## src/rtl/pwm_pkg.sv

```systemverilog
// Shared width defaults and direction encoding for the PWM timebase and generator.
package pwm_pkg;

    localparam int CNT_W_DEF = 16;
    localparam int PSC_W_DEF = 8;

    localparam logic DIR_UP   = 1'b1;
    localparam logic DIR_DOWN = 1'b0;

endpackage

```

## src/rtl/pwm_prescaler.sv

```systemverilog
// Clock prescaler: one-cycle tick every prescale+1 enabled clk cycles.
module pwm_prescaler
    import pwm_pkg::*;
#(
    parameter int PSC_W = PSC_W_DEF
) (
    input  logic             clk,
    input  logic             rst,
    input  logic             clr,
    input  logic             en,
    input  logic [PSC_W-1:0] prescale,
    output logic             tick
);

    localparam logic [PSC_W-1:0] PSC_ONE = 1;

    logic [PSC_W-1:0] psc_cnt_reg;
    logic             hit;

    // >= rather than == so a prescale lowered below psc_cnt still ticks at once.
    assign hit  = (psc_cnt_reg >= prescale);
    assign tick = en && !clr && !rst && hit;

    always_ff @(posedge clk) begin
        if (rst || clr || !en) begin
            psc_cnt_reg <= '0;
        end else if (hit) begin
            psc_cnt_reg <= '0;
        end else begin
            psc_cnt_reg <= psc_cnt_reg + PSC_ONE;
        end
    end

endmodule

```

## src/rtl/pwm_counter.sv

```systemverilog
// PWM timebase: prescaled up/down counter with shadowed period and wrap pulses.
module pwm_counter
    import pwm_pkg::*;
#(
    parameter int CNT_W = CNT_W_DEF,
    parameter int PSC_W = PSC_W_DEF
) (
    input  logic             clk,
    input  logic             rst,
    input  logic             cnt_en,
    input  logic             cnt_clr,
    input  logic             up_ndown,
    input  logic [CNT_W-1:0] period,
    input  logic [PSC_W-1:0] prescale,
    output logic [CNT_W-1:0] count_val,
    output logic [CNT_W-1:0] period_act,
    output logic             ovf,
    output logic             udf
);

    localparam logic [CNT_W-1:0] CNT_ONE = 1;

    logic             tick;
    logic [CNT_W-1:0] count_reg;
    logic [CNT_W-1:0] period_act_reg;
    logic             ovf_reg;
    logic             udf_reg;

    pwm_prescaler #(
        .PSC_W    (PSC_W)
    ) u_prescaler (
        .clk      (clk),
        .rst      (rst),
        .clr      (cnt_clr),
        .en       (cnt_en),
        .prescale (prescale),
        .tick     (tick)
    );

    always_ff @(posedge clk) begin
        if (rst) begin
            count_reg      <= '0;
            period_act_reg <= '0;
            ovf_reg        <= 1'b0;
            udf_reg        <= 1'b0;
        end else begin
            ovf_reg <= 1'b0;
            udf_reg <= 1'b0;
            if (cnt_clr) begin
                count_reg      <= '0;
                period_act_reg <= period;
            end else if (!cnt_en) begin
                // Shadow is transparent while the timebase is stopped.
                period_act_reg <= period;
            end else if (tick) begin
                if (up_ndown == DIR_UP) begin
                    if (count_reg >= period_act_reg) begin
                        count_reg      <= '0;
                        ovf_reg        <= 1'b1;
                        period_act_reg <= period;
                    end else begin
                        count_reg <= count_reg + CNT_ONE;
                    end
                end else begin
                    // Out-of-range counts (period shrunk while counting up) reload too.
                    if (count_reg == '0 || count_reg > period_act_reg) begin
                        count_reg      <= period;
                        udf_reg        <= 1'b1;
                        period_act_reg <= period;
                    end else begin
                        count_reg <= count_reg - CNT_ONE;
                    end
                end
            end
        end
    end

    assign count_val  = count_reg;
    assign period_act = period_act_reg;
    assign ovf        = ovf_reg;
    assign udf        = udf_reg;

endmodule

```

## config.mk

```make
export PLATFORM = sky130hd
export DESIGN_NAME = pwm_counter
export DESIGN_NICKNAME = d
export VERILOG_FILES = /design/src/rtl/pwm_pkg.sv /design/src/rtl/pwm_prescaler.sv /design/src/rtl/pwm_counter.sv
export SDC_FILE = /design/constraint.sdc
export NUM_CORES = 1
export LEC_CHECK = 0
export CAP_MARGIN = 20
export CORE_MARGIN = 5
export CORE_UTILIZATION = 55
export CTS_BUF_LIST = sky130_fd_sc_hd__clkbuf_8
export CTS_CLUSTER_DIAMETER = 200
export DETAILED_ROUTE_END_ITERATION = 8
export PLACE_DENSITY = 0.92
export RECOVER_POWER = 25
export SKIP_CTS_REPAIR_TIMING = 1
export SYNTH_ARGS = -nofsm -noshare
export SYNTH_HDL_FRONTEND = slang
export SYNTH_SLANG_ARGS = --single-unit
```

## constraint.sdc

```tcl
create_clock -name clk -period 8.07 [get_ports clk]
set_clock_uncertainty 0.1 [all_clocks]
set_input_delay 2.421 -clock clk [delete_from_list [all_inputs] [get_ports clk]]
set_output_delay 2.421 -clock clk [all_outputs]
set_load 0.005 [all_outputs]
```

### Word level (Yosys, flattened, before mapping)

Index checks and enable logic that the tools add are counted.

* output and inout port bits: 34
* memory bits (writable): 0
* memories: 0
* bits in read-only memories: 0
* word-level logic and storage cells: 44
* latch bits: 0
* input port bits: 29
* bits in registers: 42

* equal/unequal tests: 3
* shift operators: 0
* add/subtract/negate cells: 3
* magnitude comparators: 3
* bitwise gates (word level): 3
* divide/modulo/power cells: 0
* reduce and logical (&&, ||, !) cells: 16
* mux-type cells: 11
* multiply operators: 0

Operators with widths (number)
* $mux 16: 9
* $add 16x1->16 const B: 1
* $ge 16x16->1: 1
* $gt 16x16->1: 1
* $logic_not 16->1: 1
* $sub 16x1->16 const B: 1
* $reduce_or 5->1: 2
* $add 8x1->8 const B: 1
* $ge 8x8->1: 1
* $ne 4x1->1 const B: 1
* $ne 4x3->1 const B: 1
* $reduce_or 2->1: 2
* $logic_and 1x1->1: 3
* $logic_not 1->1: 3
* $logic_or 1x1->1: 3
* $ne 3x1->1 const B: 1
* $not 1->1: 3
* $reduce_and 3->1: 1
* $mux 1: 2
* $reduce_and 2->1: 1

### Logic depth before layout (Yosys ltp)

Gate-level depths: netlist (run 1).

* word-level depth: 7
* mapped depth: 10
* gate-level depth less buffers: 9

### Modules after synthesis

A second synthesis (run 1) with hierarchy kept.

* cell total of the unflattened synthesis: 410
* area total of the unflattened synthesis: 3246.9 um2

By module, submodules not included
* pwm_counter: instances 1, area an instance 2722.6 um2, sequential area each 680.7 um2, cells each 350
* pwm_prescaler: instances 1, area an instance 524.3 um2, sequential area each 160.2 um2, cells each 60

### Worst setup path after synthesis (run 1)

No wires, ideal clock.

* path kind: input -> register
* start point: in prescale[0]
* end point: reg period_act_reg[10] (netlist: period_act[10])
* data arrival time: 4213 ps
* stages on the path: 9
* setup time: 128 ps
* data required time: 7842 ps
* buffers on the path: 1
* path slack: 3630 ps
* cells stage by stage: ha_1 nand2b_1 a2111oi_0 o31ai_1 a311oi_2 o21ai_4 buf_12 mux2i_1 nor2_1

* longest elaborated chain between the ends: 4

Ends and longest elaborated chain
* start: declaration: RTL line pwm_counter.sv:14 `input logic [PSC_W-1:0] prescale,`
* $ge 8x8->1: RTL line pwm_prescaler.sv:21 `assign hit = (psc_cnt_reg >= prescale);`
* $logic_and 1x1->1: RTL line pwm_prescaler.sv:22 `assign tick = en && !clr && !rst && hit;`
* $ne 3x1->1 (no line)
* $reduce_and 3->1 (no line)
* end signal: assignment: RTL line pwm_counter.sv:51 `period_act_reg <= period;`
* end signal: assignment: RTL line pwm_counter.sv:54 `period_act_reg <= period;`
* end signal: assignment: RTL line pwm_counter.sv:60 `period_act_reg <= period;`
* end: declaration: RTL line pwm_counter.sv:25 `logic [CNT_W-1:0] period_act_reg;`

Every way passes these cells.
A chain may end at the register's enable or synchronous reset.

### Final worst setup path (run 1)

* start point: in prescale[3]
* end point: reg count_reg[7] (netlist: count_val[7])

* longest elaborated chain between the ends: 3

Ends and longest elaborated chain
* $ge 8x8->1: RTL line pwm_prescaler.sv:21
* $logic_and 1x1->1: RTL line pwm_prescaler.sv:22
* $reduce_and 2->1 (no line)
* end signal: assignment: RTL line pwm_counter.sv:62 `count_reg <= count_reg + CNT_ONE;`
* end signal: assignment: RTL line pwm_counter.sv:67 `count_reg <= period;`
* end signal: assignment: RTL line pwm_counter.sv:71 `count_reg <= count_reg - CNT_ONE;`
* end: declaration: RTL line pwm_counter.sv:24 `logic [CNT_W-1:0] count_reg;`

Every way passes these cells.

==> results.txt, run 1 <==
- Result of the run: complete, no violations
- Area after detailed placement: 3610 µm²
* Sequential share of power: 50.8%
- For this run the aggregate overflow at the end of global routing stands at 0.
* Clock slew at reported path FFs: 0.08 ns
- Compared with the post-synthesis result, the final layout area differs by 23.6%.
- Pint: 0.315 mW
- 0 antenna diodes ended up in the layout.
* Number of top-level pins: 63
- Post-detailed-route via-to-cell ratio: 6.08
- In this run, distinct cell masters in the synthesized netlist total 53.
- First-pass GRT wire length: 13,800 µm
* Max-cap violation count: 0
- In this run the power spent charging and discharging nets is 0.111 mW.
* LEAKAGE: 1.54 nW
- Die width: 83.8 µm
- Level count of the clock H-tree: 2
- Setup violations remaining at the end of the flow were counted as 0.
* Final antenna-violating net count: 0
- Counting flops with a built-in enable in the synthesized netlist gives 0.
- In this run the worst setup path begins at prescale[3].
- TritonCTS built the clock tree.
* Fillers: 424
- Cell taking the most area after synthesis: dfxtp_1
- Along the worst path, the maximum fanout reaches 14.
* Combinational share of power: 15.3%
- Root buf cell: clkbuf_8
* Stage delay of the slowest cell on the critical path: 0.69 ns
* Worst r2r src: count_val[7]$_SDFFE_PP0P_
- Following the worst setup path forward leads to its endpoint at count_val[7]$_SDFFE_PP0P_.
- Power spread over the standard cell area amounts to 115 nW/µm².
* Most frequent standard cell in the layout excluding fill and tap cells: clkdlybuf4s50_1
* Synthesis warning total: 0
- Summing every instance area after synthesis gives 3000 µm².
- Clock latency on the worst-skew pair: 0.30 ns
* DRC marker count from the first detailed-route iteration: 371
- Final Wtd Congestion: 0.959
* Depth of the most critical reg-to-reg path: 8
* Core Region: 5200 µm²
* All-Layer GR Usage: 23.6%
- Post-route core utilization: 71.2%
- DR pass1 iterations: 6
- Slowest library cell on the worst path: o31ai_1
* Part of the cycle the worst path needs: 65.7%
- Worst flop-to-flop path endpoint: count_val[7]$_SDFFE_PP0P_
- For this run, the top clock speed supported by timing is 188 MHz.
- Number of nets in the layout: 478
- The worst setup path is launched from an input pin.
* Data arrival time of the worst path: 5.43 ns
- Of the cells placed in the final design, the portion with a size suffix greater than 1 is 4.74%.
- The setup check on the worst reg-to-reg path leaves a slack of 4.78 ns.
* Unrepaired setup endpoints after global routing: false
* Maximum number of pins on one net before global-route repair: 20
- Net Count, Synth: 426
* Via count of the first global-routing pass: 2,787
- Setup Crit Path Kind: input pin to flip-flop
* Maximum count of clock buffers along a single path: 2
- Final max-slew violation count: 0
* Transition time at the pin with the least slew margin: 0.823 ns
- Via count of the routed design: 2,991
- After legalization and detailed placement, the total HPWL measured 6170 µm.
- In the layout the commonest cells are clkdlybuf4s50_1, dfxtp_1, nor2_1.
* Remaining DRCs: 0
- STA classifies the critical path endpoint as a flip-flop.
- Ranking of synthesized cells by area: dfxtp_1, ha_1, mux2i_1
- After synthesis the netlist holds a flip-flop and latch count of 42.
- Wirelength per Cell: 17.0 µm
* Post-synthesis area per instance: 8.13 µm²
* Switching Share: 26.1%
* CP Cell Sequence: clkdlybuf4s50_1 -> inv_1 -> ha_1 -> o21a_1 -> nor2_1 -> o31ai_1 -> nand2_1 -> nor2_2 -> a22oi_1 -> a31oi_1
- Summed over its instances, the top area cell type makes up 28.0% of the synthesized netlist area.
* Num rows: 26
- Counting instances, the worst hold path has a depth of 1.
- Once layout is done, the placed cells without fillers occupy 3710 µm².
* Num CTS Buffers: 5
* Initial antenna violation count: 0
- Synthesis produced a netlist whose cell count is 369.
* Num Clock Sinks: 42
- Routed wire length: 8340 µm
* Required @ worst endpoint: 8.19 ns
- Proportion of register bits with asynchronous set or reset after synthesis: 0%
- Min-Delay Path Class: flip-flop to flip-flop
- Part of the total power dissipated in the clock network: 33.9%
- Headroom to the max-slew limit came out at 44.7%.
- Sequential elements use 28.0% of the synthesized area.
* Total of buffers placed on input and output ports: 62
- The worst-case IR drop observed on VDD is 0.0000697 V.
- The final-report hold violation count is 0.
- Initial cell density of the core: 57.6%
* Die H: 83.8 µm
- Setup tns final: 0 ns
- Commonest register cell after synthesis: dfxtp_1
- The die covers 7030 µm².
- Shortest period the worst path allows: 5.31 ns
-- worst min-delay path by stage --
stage                                                     start                                    end  slack (ns)
after floorplan           u_prescaler.psc_cnt_reg[0]$_SDFF_PP0_  u_prescaler.psc_cnt_reg[0]$_SDFF_PP0_        0.34
after global placement    u_prescaler.psc_cnt_reg[0]$_SDFF_PP0_  u_prescaler.psc_cnt_reg[0]$_SDFF_PP0_        0.37
after detailed placement  u_prescaler.psc_cnt_reg[0]$_SDFF_PP0_  u_prescaler.psc_cnt_reg[0]$_SDFF_PP0_        0.38
after CTS                 u_prescaler.psc_cnt_reg[0]$_SDFF_PP0_  u_prescaler.psc_cnt_reg[0]$_SDFF_PP0_        0.40
after global routing      u_prescaler.psc_cnt_reg[0]$_SDFF_PP0_  u_prescaler.psc_cnt_reg[0]$_SDFF_PP0_        0.44
final                     u_prescaler.psc_cnt_reg[0]$_SDFF_PP0_  u_prescaler.psc_cnt_reg[0]$_SDFF_PP0_        0.40
-- synth_stat cells, types with 2 or more instances --
| master | n |
|---|---|
| nand3_1 | 16 |
| a31oi_1 | 4 |
| a21o_1 | 2 |
| o221ai_1 | 5 |
| nor4_1 | 4 |
| nor3_1 | 13 |
| or3_1 | 2 |
| inv_1 | 29 |
| and2_1 | 2 |
| o21a_1 | 2 |
| o211ai_1 | 2 |
| a211oi_1 | 3 |
| nand2b_1 | 3 |
| mux2i_1 | 23 |
| buf_2 | 11 |
| nor2b_1 | 4 |
| nor2_2 | 2 |
| o22ai_1 | 4 |
| dfxtp_1 | 42 |
| a21oi_1 | 14 |
| nor2_1 | 38 |
| a22oi_1 | 4 |
| clkbuf_1 | 5 |
| nor4b_1 | 4 |
| ha_1 | 28 |
| and4_1 | 2 |
| xor2_1 | 10 |
| o21ai_1 | 2 |
| o21ai_0 | 17 |
| a311oi_1 | 3 |
| nand4_1 | 8 |
| nand2_1 | 24 |
| and3_1 | 7 |
| xnor2_1 | 11 |
-- power groups by stage --
stage	combinational [mW]	sequential, mW	clock, mW
after floorplan	0.0330	0.222	0
after global placement	0.0646	0.222	0
after detailed placement	0.0663	0.222	0
after CTS	0.0667	0.217	0.147
after global routing	0.0710	0.217	0.156
final	0.0650	0.217	0.145
-- kinds of logic after synthesis --
| group | synth area share (%) |
|---|---|
| compound gates | 16.0 |
| buf+inv | 7.01 |
| mux | 7.68 |
| xor+xnor | 6.13 |
| fa+ha+maj | 11.7 |
| simple gates | 23.4 |
| flops | 28.0 |
-- worst max-delay path, delay by kind of cell --
kind | cells | cell delay, ns
AOI/OAI and AO/OA | 4 | 1.16
and+or+nand+nor | 3 | 1.08
buffers and inverters | 2 | 0.50
adders and majority gates | 1 | 0.28
-- stage by stage --
stage	power, mW	hold WS [ns]	std cells	setup WS [ns]
final	0.426	0.401	492	2.76
after global routing	0.445	0.439	492	2.56
after CTS	0.431	0.403	492	2.85
after detailed placement	0.288	0.384	484	2.55
after global placement	0.286	0.367	483	2.67
after floorplan	0.255	0.341	369	3.63
-- per-layer routing --
layer,routed length [µm],part of all wire (%),up-vias,global-route usage [%]
met5,0,0,-,0
met4,145,1.7,0,6.14
met3,812,9.7,18,4.94
met2,3850,46,178,38.3
met1,3540,42,1369,31.7
li1,-,-,1426,-
-- area by class of cell --
| type | instances | area (µm²) | area share [%] |
|---|---|---|---|
| clock buffer | 6 | 82.6 | 2.23 |
| clock inverter | 2 | 12.5 | 0.338 |
| inverter | 29 | 109 | 2.94 |
| multi-input combinational | 280 | 1950 | 52.6 |
| sequential | 42 | 841 | 22.7 |
| tap | 70 | 87.6 | 2.36 |
| timing repair buffer | 63 | 626 | 16.9 |
(Power assumes the default switching activity.)
==> run 2: changes to the inputs <==
--- a/config.mk
+++ b/config.mk
@@ -7,11 +7,11 @@
 export LEC_CHECK = 0
 export CAP_MARGIN = 20
 export CORE_MARGIN = 5
-export CORE_UTILIZATION = 55
+export CORE_UTILIZATION = 53
 export CTS_BUF_LIST = sky130_fd_sc_hd__clkbuf_8
 export CTS_CLUSTER_DIAMETER = 200
 export DETAILED_ROUTE_END_ITERATION = 8
-export PLACE_DENSITY = 0.92
+export PLACE_DENSITY = 0.9
 export RECOVER_POWER = 25
 export SKIP_CTS_REPAIR_TIMING = 1
 export SYNTH_ARGS = -nofsm -noshare
==> constraint.sdc (replaced) <==
create_clock -name clk -period 5.4 [get_ports clk]
set_clock_uncertainty 0.1 [all_clocks]
set_input_delay 1.62 -clock clk [delete_from_list [all_inputs] [get_ports clk]]
set_output_delay 1.62 -clock clk [all_outputs]
set_load 0.005 [all_outputs]
==> run 2 against run 1 <==
Register-to-register slack worse by 2.7 ns. Utilization is 3.4 points lower. Power is 55% higher. Global-route usage is 1.0 points lower. Die area is 3.3% higher. Clock-buffer cell count is 2 higher. Final area is 0.74% higher. Clock power is 66% higher. Final cell count is 0.61% higher. Sequential cell count stayed put. Sequential power is 49% higher.
==> results.txt, run 2 (synthesis gave the netlist of run 1 again) <==
- Result of the run: complete, no violations
* Min-Delay Path Class: flip-flop to flip-flop
- Kind of end point of the critical path: flip-flop
- Most numerous cell on the critical path: nor2_1
- At the worst endpoint, the required time is 5.48 ns.
* PnR worst setup slack: 1.15 ns
- DP Worst Slack: 0.850 ns
- Setup tns final: 0 ns
- Post-synthesis to final-layout area growth: 24.5%
- Shortest period the worst path allows: 4.25 ns
- Multi-input logic area: 1950 µm²
* Fillers: 425
- For this configuration, the core starts out at a cell density of 54.5%.
- Using the TritonRoute via totals, the vias-per-cell ratio works out to 5.89.
- Summed over all layers, the global routing overflow is 0.
- Cells with a size suffix above 1 make up 4.96% of the layout.
- Post-placement cell count: 487
* Initial antenna violation count: 0
- Dividing the final minimum period by the clock period gives 78.7%.
- Leading cell types in the layout, fill and taps excluded: clkdlybuf4s50_1, dfxtp_1, nor2_1
- The later pin in the worst-skew pair is clocked with a latency of 0.30 ns.
* Final Wtd Congestion: 0.898
- In this run the cell area measured after placement is 3620 µm².
* Dominant delay contributor by cell family on the critical path: compound AO/OA/AOI/OAI gates
- Peak Freq: 235 MHz
- TritonCTS built the clock tree.
- The final-report hold violation count came to 0.
- At the worst endpoint, the arrival time is 4.33 ns.
- At the pin with the least slew margin, the transition time is 1.15 ns.
- The number of buffers and inverters on the critical path is 2.
- Max-cap violation count: 0
- Num Clock Sinks: 42
- Final Setup Violations: 0
- The design draws 0.661 mW.
- Power spread over the standard cell area amounts to 177 nW/µm².
- After detailed routing, the number of remaining DRC violations is 0.
- The finished layout holds 495 standard cells, fillers aside.
- Summing all flip-flop and latch instances after layout gives 841 µm².
* Core Region: 5510 µm²
- In the global route stage, overall resource usage came out at 22.5%.
* Die H: 85.2 µm
- Of all nets on the critical path, the largest fanout is 16.
* Sum of net half-perimeters after detailed placement: 6260 µm
- IR Drop Worst-Case VDD: 0.000120 V
- The clock passes through at most 2 buffers.
* LEAKAGE: 1.56 nW
- In this run the remaining antenna-violating nets after routing total 0.
- The critical path is of the input pin to flip-flop type.
- Port buffering added 62 buffers.
- DRC marker count from the first detailed-route iteration: 247
* Antenna Cells: 0
- First-pass GRT wire length: 13,400 µm
- The library cell used most frequently in the layout, excluding fill and tap cells, is clkdlybuf4s50_1.
* Clock slew at reported path FFs: 0.08 ns
- Setup repair after global routing left no endpoint under its margin.
* Num CTS Buffers: 5
* Via count of the first global-routing pass: 2,820
- The root buffer cell chosen for the clock tree is clkbuf_8.
- Die width: 85.2 µm
- Startpoint class of the critical path: input pin
- The die covers 7260 µm².
* DR pass1 iterations: 5
- Slew margin rel.: 22.6%
- Final instance area: 3730 µm²
- The routed design has 8380 µm of wire.
* Number of nets in the layout: 479
- Summing over every cut layer, the via total after detailed routing is 2,915.
- In this run the register-to-register setup slack is 2.04 ns.
- CP Cell Sequence: clkdlybuf4s50_1 -> inv_1 -> ha_1 -> o21a_1 -> nor2_1 -> o31ai_1 -> nand3_1 -> o21ai_4 -> mux2i_1 -> nor2_1
- In this design, the stage delay of the slowest critical-path cell is 0.65 ns.
- Pin placement for this block handled 63 I/O pins.
- Maximum number of pins on one net before global-route repair: 20
- Slowest library cell on the worst path: o21ai_4
- The max-slew violation total from the final report came to 0.
- Num rows: 27
- The clock tree synthesis step divided the H-tree into 2 levels.
* Wirelength per Cell: 16.9 µm
run 2: cell types whose count changed in the layout (fill, tap and decap cells not counted):
cell        delta
clkbuf_8       +2
clkinv_2       -1
buf_2          -1
clkinvlp_4     -1
buf_4          +2
run 2: path summary, 6_finish.rpt:
path / start / cells past startpoint / to
setup / recovery: prescale[3] / 10 / period_act[10]$_SDFFE_PP0P_
hold / removal: u_prescaler.psc_cnt_reg[0]$_SDFF_PP0_ / 1 / u_prescaler.psc_cnt_reg[0]$_SDFF_PP0_
hold reg to reg: u_prescaler.psc_cnt_reg[0]$_SDFF_PP0_ / 1 / u_prescaler.psc_cnt_reg[0]$_SDFF_PP0_
setup reg to reg: count_val[5]$_SDFFE_PP0P_ / 8 / count_val[10]$_SDFFE_PP0P_
run 2: cell type report:
type                    count  area share, %
inverters                  29           2.92
clock buffers               8           2.95
multi-input cells         280           52.2
repair buffers             64           17.0
well taps                  72           2.41
flip-flops and latches     42           22.5
run 2: power breakdown:
group	switching (mW)	leakage, nW	total (mW)	internal [mW]
clock network	0.111	0.0575	0.240	0.129
logic	0.0467	1.16	0.0972	0.0505
registers	0.00594	0.342	0.324	0.318
run 2: metrics by stage:
step | utilization, % | hold WS (ns)
3_3_place_gp | 65.8 | 0.368
2_1_floorplan | - | 0.341
6_report | 67.8 | 0.410
5_1_grt | 67.8 | 0.449
4_1_cts | 67.8 | 0.411
3_5_place_dp | 65.8 | 0.392
run 2: layer usage:
metal / vias to the layer above / global-route usage (%) / wire length [µm] / part of all wire, %
li1: 1423 / - / - / -
met1: 1348 / 27.3 / 3550 / 42
met2: 130 / 40.5 / 4110 / 49
met3: 14 / 3.40 / 581 / 6.9
met4: 0 / 7.34 / 143 / 1.7
met5: - / 0 / 0 / 0
